--- config.mk ---
export PLATFORM = sky130hd
export DESIGN_NAME = exec_debug_ctrl
export DESIGN_NICKNAME = d
export VERILOG_FILES = /design/src/rtl/exec_debug_ctrl.sv
export SDC_FILE = /design/constraint.sdc
export NUM_CORES = 1
export LEC_CHECK = 0
export ABC_AREA = 1
export CAP_MARGIN = 20
export CORE_UTILIZATION = 48
export CTS_CLUSTER_SIZE = 20
export DETAILED_ROUTE_END_ITERATION = 10
export GPL_TIMING_DRIVEN = 0
export HOLD_SLACK_MARGIN = 0.02
export PLACE_DENSITY = 0.75
export SLEW_MARGIN = 25
export SYNTH_ARGS = -nofsm -noshare
export SYNTH_HDL_FRONTEND = slang
export SYNTH_SLANG_ARGS = --single-unit
--- constraint.sdc ---
create_clock -name i_clk -period 2.29 [get_ports i_clk]
set_clock_uncertainty 0.15 [all_clocks]
set_input_delay 0.687 -clock i_clk [delete_from_list [all_inputs] [get_ports i_clk]]
set_output_delay 0.687 -clock i_clk [all_outputs]
set_load 0.02 [all_outputs]
--- src/rtl/exec_debug_ctrl.sv ---
// exec_debug_ctrl: execution/debug sequencer for the BIP-I core.
// UART commands: 'r' run until HALT_OPCODE, 's' single step, 'c' clear.
// After a halt or a step, a 6-byte status report (PC, ACC, cycle count,
// each little-endian 16-bit) is streamed through the UART transmitter.
// Optional build macro DBG_ABORT_EN: while running, an 'h' byte aborts
// execution and triggers the report exactly as a halt would.
//
// Transmit handshake: o_tx_start is a one-cycle request carrying o_tx_data;
// o_tx_data stays stable until the transmitter answers with a one-cycle
// i_tx_done, and no new o_tx_start is issued before that answer arrives.
// o_dbg_state exposes the FSM state register for observation.
module exec_debug_ctrl #(
  parameter int                    PCLEN       = 11,
  parameter int                    DATA_LEN    = 16,
  parameter int                    OPCODE_LEN  = 5,
  parameter logic [OPCODE_LEN-1:0] HALT_OPCODE = '0
) (
  input  logic                  i_clk,
  input  logic                  i_rst,
  input  logic [7:0]            i_rx_data,
  input  logic                  i_rx_done,
  input  logic                  i_tx_done,
  input  logic [OPCODE_LEN-1:0] i_opcode,
  input  logic [PCLEN-1:0]      i_pc,
  input  logic [DATA_LEN-1:0]   i_acc,
  output logic                  o_cpu_en,
  output logic                  o_cpu_rst,
  output logic [7:0]            o_tx_data,
  output logic                  o_tx_start,
  output logic [2:0]            o_dbg_state
);

  typedef enum logic [2:0] {
    IDLE = 3'd0,
    RUN  = 3'd1,
    STEP = 3'd2,
    CLR  = 3'd3,
    SEND = 3'd4,
    WAIT = 3'd5
  } state_t;

  state_t      state_q, state_d;
  logic [2:0]  idx_q, idx_d;
  logic [15:0] cnt_q, cnt_inc;
  logic [15:0] snap_pc_q, snap_acc_q, snap_cnt_q;
  logic        take_snap;
  logic        cnt_clr;
  logic        not_halt;
  logic [7:0]  rpt_byte;

  assign not_halt = (i_opcode != HALT_OPCODE);

  // Next state, CPU enable and snapshot/clear strobes from the registered state.
  always_comb begin
    state_d   = state_q;
    idx_d     = idx_q;
    o_cpu_en  = 1'b0;
    take_snap = 1'b0;
    cnt_clr   = 1'b0;
    case (state_q)
      IDLE: begin
        if (i_rx_done) begin
          case (i_rx_data)
            8'h72:   state_d = RUN;
            8'h73:   state_d = STEP;
            8'h63:   state_d = CLR;
            default: state_d = IDLE;
          endcase
        end
      end
      RUN: begin
        o_cpu_en = not_halt;
        if (!not_halt) begin
          take_snap = 1'b1;
          state_d   = SEND;
        end
`ifdef DBG_ABORT_EN
        if (i_rx_done && (i_rx_data == 8'h68)) begin
          o_cpu_en  = 1'b0;
          take_snap = 1'b1;
          state_d   = SEND;
        end
`endif
      end
      STEP: begin
        o_cpu_en  = not_halt;
        take_snap = 1'b1;
        state_d   = SEND;
      end
      CLR: begin
        cnt_clr = 1'b1;
        state_d = IDLE;
      end
      SEND: state_d = WAIT;
      WAIT: begin
        if (i_tx_done) begin
          if (idx_q == 3'd5) begin
            idx_d   = 3'd0;
            state_d = IDLE;
          end else begin
            idx_d   = idx_q + 3'd1;
            state_d = SEND;
          end
        end
      end
      default: state_d = IDLE;
    endcase
  end

  // Saturating count of enabled cycles, including the current one when enabled.
  always_comb begin
    cnt_inc = cnt_q;
    if (o_cpu_en && (cnt_q != 16'hFFFF)) cnt_inc = cnt_q + 16'd1;
  end

  // State, byte index, cycle counter and report snapshot registers.
  always_ff @(posedge i_clk) begin
    if (i_rst) begin
      state_q    <= IDLE;
      idx_q      <= 3'd0;
      cnt_q      <= 16'd0;
      snap_pc_q  <= 16'd0;
      snap_acc_q <= 16'd0;
      snap_cnt_q <= 16'd0;
    end else begin
      state_q <= state_d;
      idx_q   <= idx_d;
      cnt_q   <= cnt_clr ? 16'd0 : cnt_inc;
      if (take_snap) begin
        snap_pc_q  <= 16'(i_pc);
        snap_acc_q <= 16'(i_acc);
        snap_cnt_q <= cnt_inc;
      end
    end
  end

  // Report byte selected by the index; little-endian PC, ACC, count.
  always_comb begin
    rpt_byte = 8'h00;
    case (idx_q)
      3'd0:    rpt_byte = snap_pc_q[7:0];
      3'd1:    rpt_byte = snap_pc_q[15:8];
      3'd2:    rpt_byte = snap_acc_q[7:0];
      3'd3:    rpt_byte = snap_acc_q[15:8];
      3'd4:    rpt_byte = snap_cnt_q[7:0];
      3'd5:    rpt_byte = snap_cnt_q[15:8];
      default: rpt_byte = 8'h00;
    endcase
  end

  assign o_tx_start  = (state_q == SEND);
  assign o_tx_data   = ((state_q == SEND) || (state_q == WAIT)) ? rpt_byte : 8'h00;
  assign o_cpu_rst   = i_rst | (state_q == CLR);
  assign o_dbg_state = state_q;

endmodule

Word-level counts from Yosys, hierarchy flattened
Index checks and enable logic that the tools add are counted.

word-level totals
  register bits = 65
  input bits = 44
  output and inout bits = 14
  logic and storage cells = 49

operators by class
  add/sub/neg operators = 2
  equality and inequality tests = 17
  multiplexer cells = 14
  bitwise operators = 1
  reductions and logical operators = 9

operators with widths
  operator                                                          count
  8-bit case mux with 6 select lines                                1
  8-bit by 7-bit == test with 1-bit output (second input constant)  3
  16-bit by 1-bit adder with 16-bit output (second input constant)  1
  16-bit 2-to-1 mux                                                 1
  16-bit != test (second input constant)                            1
  3-bit 2-to-1 mux                                                  5
  3-bit case mux with 5 select lines                                1
  3-bit by 2-bit == test with 1-bit output (second input constant)  4
  3-bit == test (second input constant)                             4
  8-bit 2-to-1 mux                                                  1
  3-bit by 1-bit == test with 1-bit output (second input constant)  2
  3-bit zero test                                                   2
  2-bit != test (second input constant)                             3
  2-bit case mux with 3 select lines                                1
  5-bit nonzero test                                                1
  2-bit OR reduction                                                2
  3-bit by 1-bit adder with 3-bit output (second input constant)    1
  1-bit 2-to-1 mux                                                  3
  3-bit AND reduction                                               1
  1-bit case mux with 2 select lines                                1
  2-bit AND reduction                                               1
  1-bit logical AND                                                 1
  1-bit logical OR                                                  1
  1-bit bitwise OR                                                  1

Logic depth before layout (Yosys ltp)
Gate-level depths: netlist of the first run.

  depth after elaboration = 5
  depth in mapped cells = 11
  gate-level depth less buffers = 11

Worst setup path before layout of the first run
Ideal clock, no wire load.

  path type = in2out
  from = input port i_rst
  to = output port o_cpu_rst
  arrival = 1.658 ns
  data required time = 1.453 ns
  slack = -0.205 ns
  cell stages on the path = 4
  path buffers = 2
  cell sequence = clkbuf_1 inv_1 o31ai_2 clkbuf_1

on the way
  cells in the longest elaborated chain, start to end = 1

RTL lines
  what              RTL line  text
  from (decl)       19        input logic i_rst,
  1-bit bitwise OR  153       assign o_cpu_rst = i_rst | (state_q == CLR);
  to (decl)         27        output logic o_cpu_rst,

Every way passes these cells.

Worst setup path in the final report of the first run
  from = register idx_q[2]
  to = output port o_tx_data[1]

on the way
  cells in the longest elaborated chain, start to end = 3
  elaborated cells between the ends (all ways) = 8
  those cells by class = eq/ne: 5; mux: 2; reduce/logical: 1

RTL lines
  what                                         RTL line  text
  from (decl)                                  43        logic [2:0] idx_q, idx_d;
  from (signal assigned)                       127       idx_q <= idx_d;
  3-bit == test, or another cell as far along  140       case (idx_q)
  8-bit case mux with 6 select lines *         140
  8-bit 2-to-1 mux *                           152       assign o_tx_data = ((state_q == SEND) || (state_q == WAIT)) ? rpt_byte : 8'h00;
  to (decl)                                    28        output logic [7:0] o_tx_data,

Mark *: on every way between the ends. The rest lies on a longest branch, timed or not.

==> flow_results.org, run 1 <==
** Placement
- At the end of routability-driven placement, the weighted congestion stood at a little under 0.9.
- Placed cell areas :: between 4000 and 5000 um2
- Summed over all nets, the half-perimeter wirelength after detailed placement is 6.66 mm.
- Worst slack, placed :: -0.762 ns
- Count of input and output buffers :: 56

** Synthesis
- Post-synthesis net count :: 545
- Area share of the leading cell type in the synthesized netlist :: between 30% and 40%
- Post-synthesis instance area :: about 3300 um2
- Top cells by area in the synthesized netlist :: dfxtp_1 (39%), nand2_1 (11%), nor2_1 (9.8%)
- Sequential area share after synthesis :: between 30% and 40%
- Ys async rst share :: 0%
- Post-synth EDFFs :: 0
- Library cell occupying the most area in the post-synthesis netlist :: dfxtp_1
- Post-synth cell types :: 33
- Among all flip-flop cells after synthesis, the most frequent one is dfxtp_1.
- Number of instances in the synthesized netlist :: 499
- After synthesis the netlist holds a flip-flop and latch count of 65.
- Post-Syn Area per Cell :: 6.70 um2
- Most frequent cells after synthesis :: nand2_1 (94), nor2_1 (87), dfxtp_1 (65)
- Cell with the most instances after synthesis :: nand2_1
- Count of yosys warnings during synthesis :: 0

** CTS
- CTS built an H-tree with a depth of 3.
- Insertion delay to the later sink of the worst-skew pair :: approximately 0.33 ns
- TritonCTS built the clock tree.
- Clock root buffer master :: clkbuf_8
- Clock-pin slew was measured on the worst setup and hold paths at roughly 0.06 ns.
- No sink is reached through more buffers than the 2 on the longest clock path.
- Clock tree synthesis found a total of 65 sinks.
- Clock tree synthesis inserted a total of 9 buffers.

** Power
- Per report_power, the clock group accounts for a little under two fifths of the total.
- IR analysis of the VDD net gives a maximum drop of ~0.40 mV.
- Combinational cells account for roughly a fifth of the total power.
- Of the total power, the share spent switching nets is around 27%.
- Reported leakage power :: 0.00182 uW
- Power per cell area :: 624 nW/um2
- Internal power component :: approximately 2000 uW
- Sequential group share of total power :: 43.2%
- Switch Pwr :: 753 uW

** Critical path
- Slowest CP cell :: dfxtp_4
- On the critical path the largest part of the delay comes from simple AND/OR/NAND/NOR gates.
- CP Data Arrival Time :: approximately 1.7 ns
- In this run the worst path has a maximum fanout of 7.
- CP cell instances :: nor3_4, nand2_1, o21ai_1, nor2_2, a31oi_1, buf_4
- Required time of the critical path :: about 1.5 ns
- The number of buffers and inverters on the critical path is 1.
- Critical path type :: flop to output port
- Crit start category :: flop
- Crit path capture type :: output port
- In this design, the stage delay of the slowest critical-path cell is 0.39 ns.

** Routing
- Using the TritonRoute via totals, the vias-per-cell ratio works out to between 5 and 6.
- After detailed routing, the number of remaining DRC violations is 0.
- The final layout contains routed wiring with a total length of just over 9 mm.
- Across all layers, the routed design uses about 3500 vias.
- The count of nets left with antenna violations once routing finished came out at 0.
- Initial detailed-routing violation count :: approximately 180
- Wire per inst :: 14.0 um
- First-pass detailed-route iteration total :: 4

** Global route
- Entering global routing, the biggest net connects 11 pins.
- Wire length of the first global-routing pass :: ~16 mm
- Across every metal layer, demand over resource in global routing totals a little over a quarter.
- Via count of the first global-routing pass :: 3320
- Summed over all layers, the global routing overflow is 0.
- Number of antenna violations at the first check in global routing :: 0

** Floorplan
- The die is 85.4 um wide.
- The die is approximately 85 um tall.
- Once the floorplan was initialized, standard cells occupied between 40% and 50% of the core.
- After floorplanning, the core was sized to cover just under 7000 um2.
- The die covers ~7300 um2.
- 58 I/O pins were placed.
- After floorplanning, the core was divided into 30 placement rows.

** Worst hold path
- Kind of path behind the tightest hold check :: flop to flop

** Timing
- The hold violation count in the final report is 0.
- Headroom to the max-slew limit came out at a little under three quarters.
- Timing would allow up to a little under 400 MHz.
- For the pin with the worst max-slew slack, the measured transition is around 0.43 ns.
- Setup violations remaining at the end of the flow were counted as 8.
- The tightest hold path in the finished design has a slack of ~0.30 ns.
- For the finished layout, the period the worst path requires is approximately 2.5 ns.
- The worst path uses 110% of the clock period.
- The number of max-slew violations in the final report came to 0.
- Post-Route Setup TNS :: -1.45 ns
- Once routing completed, OpenROAD measured the worst setup slack at -0.236 ns.
- RSZ-0062 raised after global routing :: yes

** Layout
- Post-layout net count :: approximately 630
- Relative area change from synthesis to final layout :: 33.4%
- Share of layout cells above drive strength 1 :: 19.5%
- The number of antenna diodes in the final layout is 0.
- With fillers left out, the area of the finished cells amounts to 4460 um2.
- Share of the core filled with cells in the final layout :: 66.0%

** Run status
- The checks that failed: setup timing.
- The flow ran to the end, but the final reports show violations.

** Run
- Number of max-cap violations :: 0
## routing by layer
| layer | GRT usage (%) | vias up | share of wire [%] | wire length [um] |
|---|---|---|---|---|
| met3 | 6.32 | 14 | 4.5 | 416 |
| met1 | 34.2 | 1591 | 45 | 4150 |
| met2 | 47.1 | 104 | 49 | 4610 |
| met5 | 0 | - | 0 | 0 |
| li1 | - | 1766 | - | - |
| met4 | 6.67 | 0 | 1.5 | 143 |
## placed cells by master, fill, tap and decap left out, drive strengths merged, types with 3 or more instances in the layout
cell type	Yosys	layout
a211oi	4	4
a21oi	38	38
a31oi	3	3
buf	9	35
clkbuf	9	22
clkdlybuf4s15	0	4
clkdlybuf4s50	0	39
dfxtp	65	65
inv	58	58
nand2	116	116
nand3	31	31
nand4	6	6
nor2	90	90
nor3	5	5
o21ai	47	47
xnor2	4	4
xor2	3	3
## flip-flops by register name, summed over array words and instances, names as in the netlist
| signal | count |
|---|---|
| cnt_q | 16 |
| snap_acc_q | 16 |
| snap_cnt_q | 16 |
| snap_pc_q | 11 |
| idx_q | 3 |
| o_dbg_state | 3 |
## what timing repair did
item | CTS | global route
hold buffers | 0 | 0
setup endpoints to repair | 13 | 43
setup buffers | 15 | 3
gates resized for setup | 97 | 21
pin swaps | 20 | 13
## metrics by stage
| stage | instances | power (uW) |
|---|---|---|
| 2_1_floorplan | 499 | 1490 |
| 3_3_place_gp | 635 | 1680 |
| 3_5_place_dp | 635 | 1680 |
| 4_1_cts | 664 | 2760 |
| 5_1_grt | 666 | 2910 |
| 6_report | 666 | 2780 |
## power by group through the flow
stage	clock, uW	combinational, uW	sequential, uW
finish	1060	525	1200
global route	1130	571	1200
CTS	1060	504	1190
detailed placement	0	468	1220
global placement	0	459	1220
floorplan	0	266	1220
## worst register-to-register path, stage by stage (launching register included)
cell	delay (ns)
dfxtp_1	0.33
inv_2	0.11
nand3_1	0.20
nand2_2	0.15
nand2_2	0.07
buf_4	0.13
buf_4	0.14
nor2_4	0.20
buf_6	0.21
nand2_1	0.10
nand3_1	0.10
nand2_1	0.05
inv_1	0.04
## area by class of cell
type                            instances  area, um2
Clock inverter                          3       65.1
Buffer                                 16       96.3
Multi-Input combinational cell        358       1840
Tap cell                               80        100
Sequential cell                        65       1320
Timing Repair Buffer                   74        676
Clock buffer                           12        145
Inverter                               58        225
Fill cell                             602       2300
## kinds of logic (layout without fill, tap and decap cells)
logic type               after synthesis  in the layout  synth area share (%)
adder cells (fa/ha/maj)                2              2                 0.749
AND/OR/NAND/NOR                      253            253                  33.5
buffers and inverters                 76            163                  9.25
flip-flops                            65             65                  38.9
AO/OA/AOI/OAI                         96             96                  15.7
XOR/XNOR                               7              7                  1.83
## path summary, 6_finish.rpt
check | from | end | slack [ns] | cells after the start
worst max-delay path | idx_q[2]$_SDFFE_PP0P_ | o_tx_data[1] | -0.24 | 6
worst max register to register | o_dbg_state[1]$_SDFFE_PP0P_ | snap_cnt_q[3]$_SDFFE_PP0P_ | 0.25 | 12
worst min register to register | snap_pc_q[8]$_SDFFE_PP0P_ | snap_pc_q[8]$_SDFFE_PP0P_ | 0.30 | 2
worst min-delay path | snap_pc_q[8]$_SDFFE_PP0P_ | snap_pc_q[8]$_SDFFE_PP0P_ | 0.30 | 2
No activity file was read; power rests on OpenSTA's default activity.
==> run 2: changes to the inputs <==
- CORE_ASPECT_RATIO: not set -> 1.1
- CORE_MARGIN: not set -> 1.5
- SKIP_CTS_REPAIR_TIMING: not set -> 1
==> flow_results.org, run 2 (synthesis results as in run 1) <==
** Layout
- Leaving out fill and tap cells, the most frequent cells in the layout are nand2_1 (89), nor2_1 (86), dfxtp_1 (60), inv_1 (49), clkdlybuf4s50_1 (40).
- Leading cell type in the layout, fill and taps excluded :: nand2_1
- Relative area change from synthesis to final layout :: 33.0%
- Ant. Diodes :: 0
- The net count of the finished layout is between 600 and 700.
- Measured on the finished design, the core utilization comes to between 60 and 70%.
- Share of layout cells above drive strength 1 :: between 15 and 20%
- Filler Cell Count :: 582
- The largest registers in the layout are cnt_q: 16 flops, snap_acc_q: 16 flops, snap_cnt_q: 16 flops.
- Once layout is complete, the cells apart from fillers number approximately 660.

** Floorplan
- For this configuration, the core starts out at a cell density of about half.
- Row cnt :: 31
- In this run the vertical extent of the chip is around 90 um.
- The core region is approximately 6700 um2.
- IO Pins :: a little under 60
- Floorplan die width :: 82.6 um
- The die covers ~7500 um2.

** Critical path
- Worst Path Max Fanout :: 5
- Most frequent CP cell :: buf_6
- Required time of the critical path :: around 1.5 ns
- Gate family responsible for the most delay along the worst path :: buffers and inverters
- Reg-to-reg endpoint :: snap_cnt_q[12]$_SDFFE_PP0P_
- In this run the critical register-to-register path is launched from cnt_q[0]$_SDFF_PP0_.
- For this design, the slowest cell found on the critical path is dfxtp_2.
- The most critical setup path has its endpoint at o_tx_data[1].
- Levels on crit path :: 8
- CP cell instances :: buf_6, nor3_4, buf_6, nand2_1, o21ai_1, nor2_1, a31oi_1, buf_4
- CP Data Arrival Time :: approximately 1.8 ns
- Delay of the slowest cell on the worst path :: roughly 0.33 ns
- Start point of the critical path :: idx_q[0]$_SDFFE_PP0P_
- Critical path type :: flop to output port
- Across all register-to-register paths, the minimum setup slack is about 0.29 ns.
- Critical path buffers and inverters :: 3
- The worst setup path is captured at an output port.
- For the worst flop-to-flop path, the logic depth is 11.
- The worst setup path is launched from a flop.

** Power
- In this run the static leakage power is between 0.0015 and 0.002 uW.
- Power per cell area :: 623 nW/um2
- Peak supply drop :: roughly 0.52 mV
- Power, Total :: about 2800 uW

** Global route
- Across every metal layer, demand over resource in global routing totals 24.3%.
- Maximum number of pins on one net before global-route repair :: 12
- The initial antenna violation count is 0.
- The number of global-route vias before repair is a little over 3000.
- The total overflow left after global routing is 0.
- Wire length of the first global-routing pass :: approximately 14 mm

** CTS
- The clock net in this run drives a total of 65 sinks.
- Clock tree from TritonCTS :: yes
- Max clock buf depth :: 2
- The tree is rooted in a clkbuf_8.
- Clock slew seen by the registers of the worst setup and hold paths :: around 0.070 ns
- Insertion delay to the later sink of the worst-skew pair :: approximately 0.34 ns
- H-tree lvl count :: 3
- Clock tree synthesis inserted a total of 9 buffers.

** Timing
- Worst Tran Pin Value :: 0.473 ns
- Max Slew Vio Count :: 0
- Setup repair after global routing could not meet its margin everywhere.
- Post-route clock period utilization :: 113%
- The worst path in the final design needs a cycle of 2.59 ns, including I/O delays and setup.
- The hold violation count in the final report came to 0.
- Worst slew slack as a fraction of its limit :: slightly below 70%
- Maximum operating frequency :: 387 MHz
- Setup violations remaining at the end of the flow were counted as 8.
- Crit path setup slack, layout :: -0.296 ns

** Routing
- Remaining antenna violation count :: 0
- For this block, the routed nets add up to 9.04 mm of wire.
- Wire per inst :: approximately 14 um
- For this block, the initial DRC count from the detailed router was about 180.
- After detailed routing, the number of remaining DRC violations is 0.
- Via total after detailed routing :: 3408
- Using the TritonRoute via totals, the vias-per-cell ratio works out to 5.14.
- For this run, the detailed router's first-pass iteration total came to 4.

** Run status
- The final reports fail on setup timing.
- The flow ran to the end, but the final reports show violations.

** Placement
- Detailed placement finished with a half-perimeter wire length of around 6.5 mm.
- The count of buffers added on input and output ports is between 50 and 60.
- Routability-driven placement finished with a final weighted congestion of around 0.91.
- In this run, placement finished with an instance count of 637.

** Worst hold path
- The path class of the tightest hold or removal check is flop to flop.

** Run
- Number of max-cap violations :: 0
-- run 2: cell types whose count changed in the layout (fill, tap and decap cells not counted), sizes merged --
cell,change
dlymetal6s2s,+6
buf,-5
clkdlybuf4s15,-4
clkbuf,-3
clkinvlp,+2
dlygate4sd2,-2
clkdlybuf4s50,+1
-- run 2: report_power, final --
group	internal, uW	switching [uW]	total (uW)
Clock	612	445	1060
Sequential	1160	38.0	1200
Combinational	223	288	511
Total	2000	771	2770
-- run 2: worst min path at each step --
stage	depth (start not counted)	start	slack, ns	to
final	2	snap_pc_q[10]$_SDFFE_PP0P_	0.31	snap_pc_q[10]$_SDFFE_PP0P_
after global routing	2	snap_pc_q[8]$_SDFFE_PP0P_	0.33	snap_pc_q[8]$_SDFFE_PP0P_
after CTS	2	snap_pc_q[8]$_SDFFE_PP0P_	0.31	snap_pc_q[8]$_SDFFE_PP0P_
after detailed placement	2	snap_pc_q[8]$_SDFFE_PP0P_	0.30	snap_pc_q[8]$_SDFFE_PP0P_
after global placement	2	snap_pc_q[8]$_SDFFE_PP0P_	0.29	snap_pc_q[8]$_SDFFE_PP0P_
after floorplan	2	snap_pc_q[8]$_SDFFE_PP0P_	0.27	snap_pc_q[8]$_SDFFE_PP0P_
-- run 2: cell type report --
cell class                      instances  area [um2]  share of cell area (%)
Buffer                                 17         106                    2.39
Clock buffer                           11         131                    2.96
Clock inverter                          5        80.1                    1.80
Inverter                               58         223                    5.01
Multi-Input combinational cell        358        1850                    41.6
Sequential cell                        65        1320                    29.6
Tap cell                               82         103                    2.31
Timing Repair Buffer                   67         638                    14.4
-- run 2: stage by stage --
step           hold WS [ns]  setup WS (ns)  area [um2]  TNS, ns
2_1_floorplan         0.275         0.0100        3360        0
3_3_place_gp          0.289         -0.710        4030   -18.03
3_5_place_dp          0.298         -0.725        4030   -20.64
4_1_cts               0.305         -0.986        4240    -9.48
5_1_grt               0.333         -0.373        4440    -2.19
6_report              0.308         -0.296        4440    -1.63
-- run 2: routing by layer --
layer / routed length (um) / up-vias / track usage (%)
li1: - / 1762 / -
met1: 3990 / 1548 / 30.8
met2: 4410 / 78 / 37.9
met3: 416 / 20 / 5.76
met4: 225 / 0 / 12.2
met5: 0 / - / 0
-- run 2: worst min-delay path, cell delays in order (launching register included) --
cell     delay (ns)
dfxtp_1        0.30
inv_1          0.06
a21oi_1        0.06
==> run 3: changes to the inputs <==
- CORE_ASPECT_RATIO: 1.1 -> 0.7
- CORE_MARGIN: 1.5 -> 2
==> flow_results.org, run 3 (synthesis results as in run 1) <==
** Run
- Across the run, the number of max-cap violations was 0.

** Floorplan
- The die covers approximately 7700 um2.
- Overall die height :: ~74 um
- IO Pins :: 58
- In this run the horizontal extent of the chip is approximately 100 um.
- Row cnt :: 25
- Starting density of the core :: approximately 50%
- In this run the standard cell core region covers approximately 6800 um2.

** Layout
- Non-filler cells in the finished layout :: 682
- Share of layout cells above drive strength 1 :: approximately a fifth
- The top cell types in the final layout, fill and taps aside, are nand2_1 (87), nor2_1 (86), dfxtp_1 (60), inv_1 (49), clkdlybuf4s50_1 (40).
- The library cell used most frequently in the layout, excluding fill and tap cells, is nand2_1.
- Share of the core filled with cells in the final layout :: between 60 and 70%
- Post-route cell area :: 4610 um2
- From synthesis to final layout, the design area changed by 37.9%.
- The repair_antennas step left the layout with diodes totalling 0.
- The net count of the finished layout is 629.
- Largest registers in the final layout :: cnt_q: 16 flops, snap_acc_q: 16 flops, snap_cnt_q: 16 flops

** Worst hold path
- Counting instances, the worst hold path has a depth of 2.
- Kind of path behind the tightest hold check :: flop to flop
- In this run the most critical hold path is launched from snap_pc_q[10]$_SDFFE_PP0P_.

** Critical path
- Worst Path Max Fanout :: 8
- The worst setup path is launched from a flop.
- Critical path type :: flop to output port
- Crit path capture type :: output port
- FF-to-FF path depth :: 10
- Data on the critical path is required at its endpoint by approximately 1.5 ns.
- The startpoint identified for the worst register-to-register timing path is cnt_q[0]$_SDFF_PP0_.
- At the worst endpoint, the arrival time is about 1.8 ns.
- Start point of the critical path :: idx_q[0]$_SDFFE_PP0P_

** Routing
- Initial detailed-routing violation count :: approximately 280
- Wire per inst :: 14.4 um
- In the routed design, unresolved DRC markers number 0.
- Number of vias per cell :: between 5 and 6
- After detailed routing, the total wire length is roughly 9.8 mm.
- For this block, the via count after detailed routing is 3611.
- The first detailed-routing pass ran for 5 iterations.
- Once detail routing completed, the nets flagged for antenna violations numbered 0.

** CTS
- The tree built by TritonCTS fans out to 65 sinks.
- The clock passes through at most 2 buffers.
- For the worst-skew pair, the clock arrives at the later sink with an insertion delay of 0.35 ns.
- Clock root buffer master :: clkbuf_8
- TritonCTS built the clock tree.
- The H-tree generated during clock tree synthesis spans 3 levels.
- Clock tree synthesis inserted a total of 9 buffers.
- Clock-pin slew was measured on the worst setup and hold paths at around 0.070 ns.

** Placement
- Placed cell areas :: 4040 um2
- Post-DP HPWL :: 6.77 mm
- After detailed placement, the design holds a cell count of around 650.
- Routability Congestion :: 0.901
- Count of input and output buffers :: 56

** Power
- Peak supply drop :: roughly 0.35 mV
- In this run the static leakage power is 0.00193 uW.
- Power per cell area :: between 600 and 700 nW/um2

** Timing
- After layout, the worst setup slack is -0.309 ns.
- Max Slew Vio Count :: 0
- Maximum operating frequency :: between 300 and 400 MHz
- The routed design could run at a clock period as short as around 2.6 ns.
- Post-Route Setup TNS :: -2.15 ns
- At the pin with the least slew margin, the transition time is between 0.4 and 0.5 ns.
- Measured against its own limit, the worst slew margin works out to roughly two thirds.
- Setup violations remaining at the end of the flow were counted as 8.
- Post-route clock period utilization :: 113%
- RSZ-0062 raised after global routing :: yes
- The hold violation count in the final report came to 0.

** Global route
- Via count of the first global-routing pass :: 3126
- Number of antenna violations at the first check in global routing :: 0
- Entering global routing, the biggest net connects 13 pins.
- Wire length of the first global-routing pass :: between 10 and 15 mm
- After global routing the overflow that remains totals 0.
- Global routing consumed, over all layers together, between 20% and 30% of the routing resources.

** Run status
- Failing checks :: setup timing
- Result of the run :: finished with violations
[run 3: cell types whose count changed in the layout (fill, tap and decap cells not counted), sizes merged]
cell    change
buf         +7
bufinv      +1
clkbuf      -1
clkinv      +1
inv         -1
[run 3: metrics by stage]
step / worst slack (ns) / hold WS [ns] / power, uW
after floorplan: 0.0100 / 0.275 / 1490
after global placement: -0.753 / 0.289 / 1680
after detailed placement: -0.771 / 0.297 / 1680
after CTS: -1.00 / 0.309 / 2900
after global routing: -0.385 / 0.333 / 3060
final: -0.309 / 0.311 / 2970
[run 3: critical path: stages, from the launching register on]
cell and delay [ns]:
dfxtp_2 0.34, buf_8 0.15, nand3_4 0.16, inv_1 0.15
nand2_1 0.07, nand2_1 0.06, nor2_1 0.06, a31oi_1 0.22
buf_2 0.20
[run 3: path summary, 6_finish.rpt]
path / slack (ns) / end
worst max-delay path: -0.31 / o_tx_data[1]
worst min-delay path: 0.31 / snap_pc_q[10]$_SDFFE_PP0P_
worst min register to register: 0.31 / snap_pc_q[10]$_SDFFE_PP0P_
worst max register to register: 0.28 / snap_cnt_q[14]$_SDFFE_PP0P_
[run 3: cell type report]
| class | count | area [um2] |
|---|---|---|
| buffer | 17 | 113 |
| clock buffer | 10 | 138 |
| clock inverter | 6 | 115 |
| fill | 574 | 2150 |
| inverter | 58 | 226 |
| multi-input combinational | 358 | 1880 |
| sequential | 65 | 1310 |
| tap | 94 | 118 |
| timing repair buffer | 74 | 703 |
[run 3: metal layers]
metal | up-vias | GRT usage, % | wire length, um
li1 | 1773 | - | -
met2 | 174 | 38.3 | 4370
met3 | 14 | 7.01 | 802
met4 | 0 | 6.91 | 121
met5 | - | 0 | 0
met1 | 1650 | 32.9 | 4550
[run 3: power by group]
| group | switching (uW) | internal (uW) |
|---|---|---|
| Clock | 483 | 757 |
| Sequential | 37.4 | 1160 |
| Combinational | 299 | 237 |
| Total | 819 | 2150 |
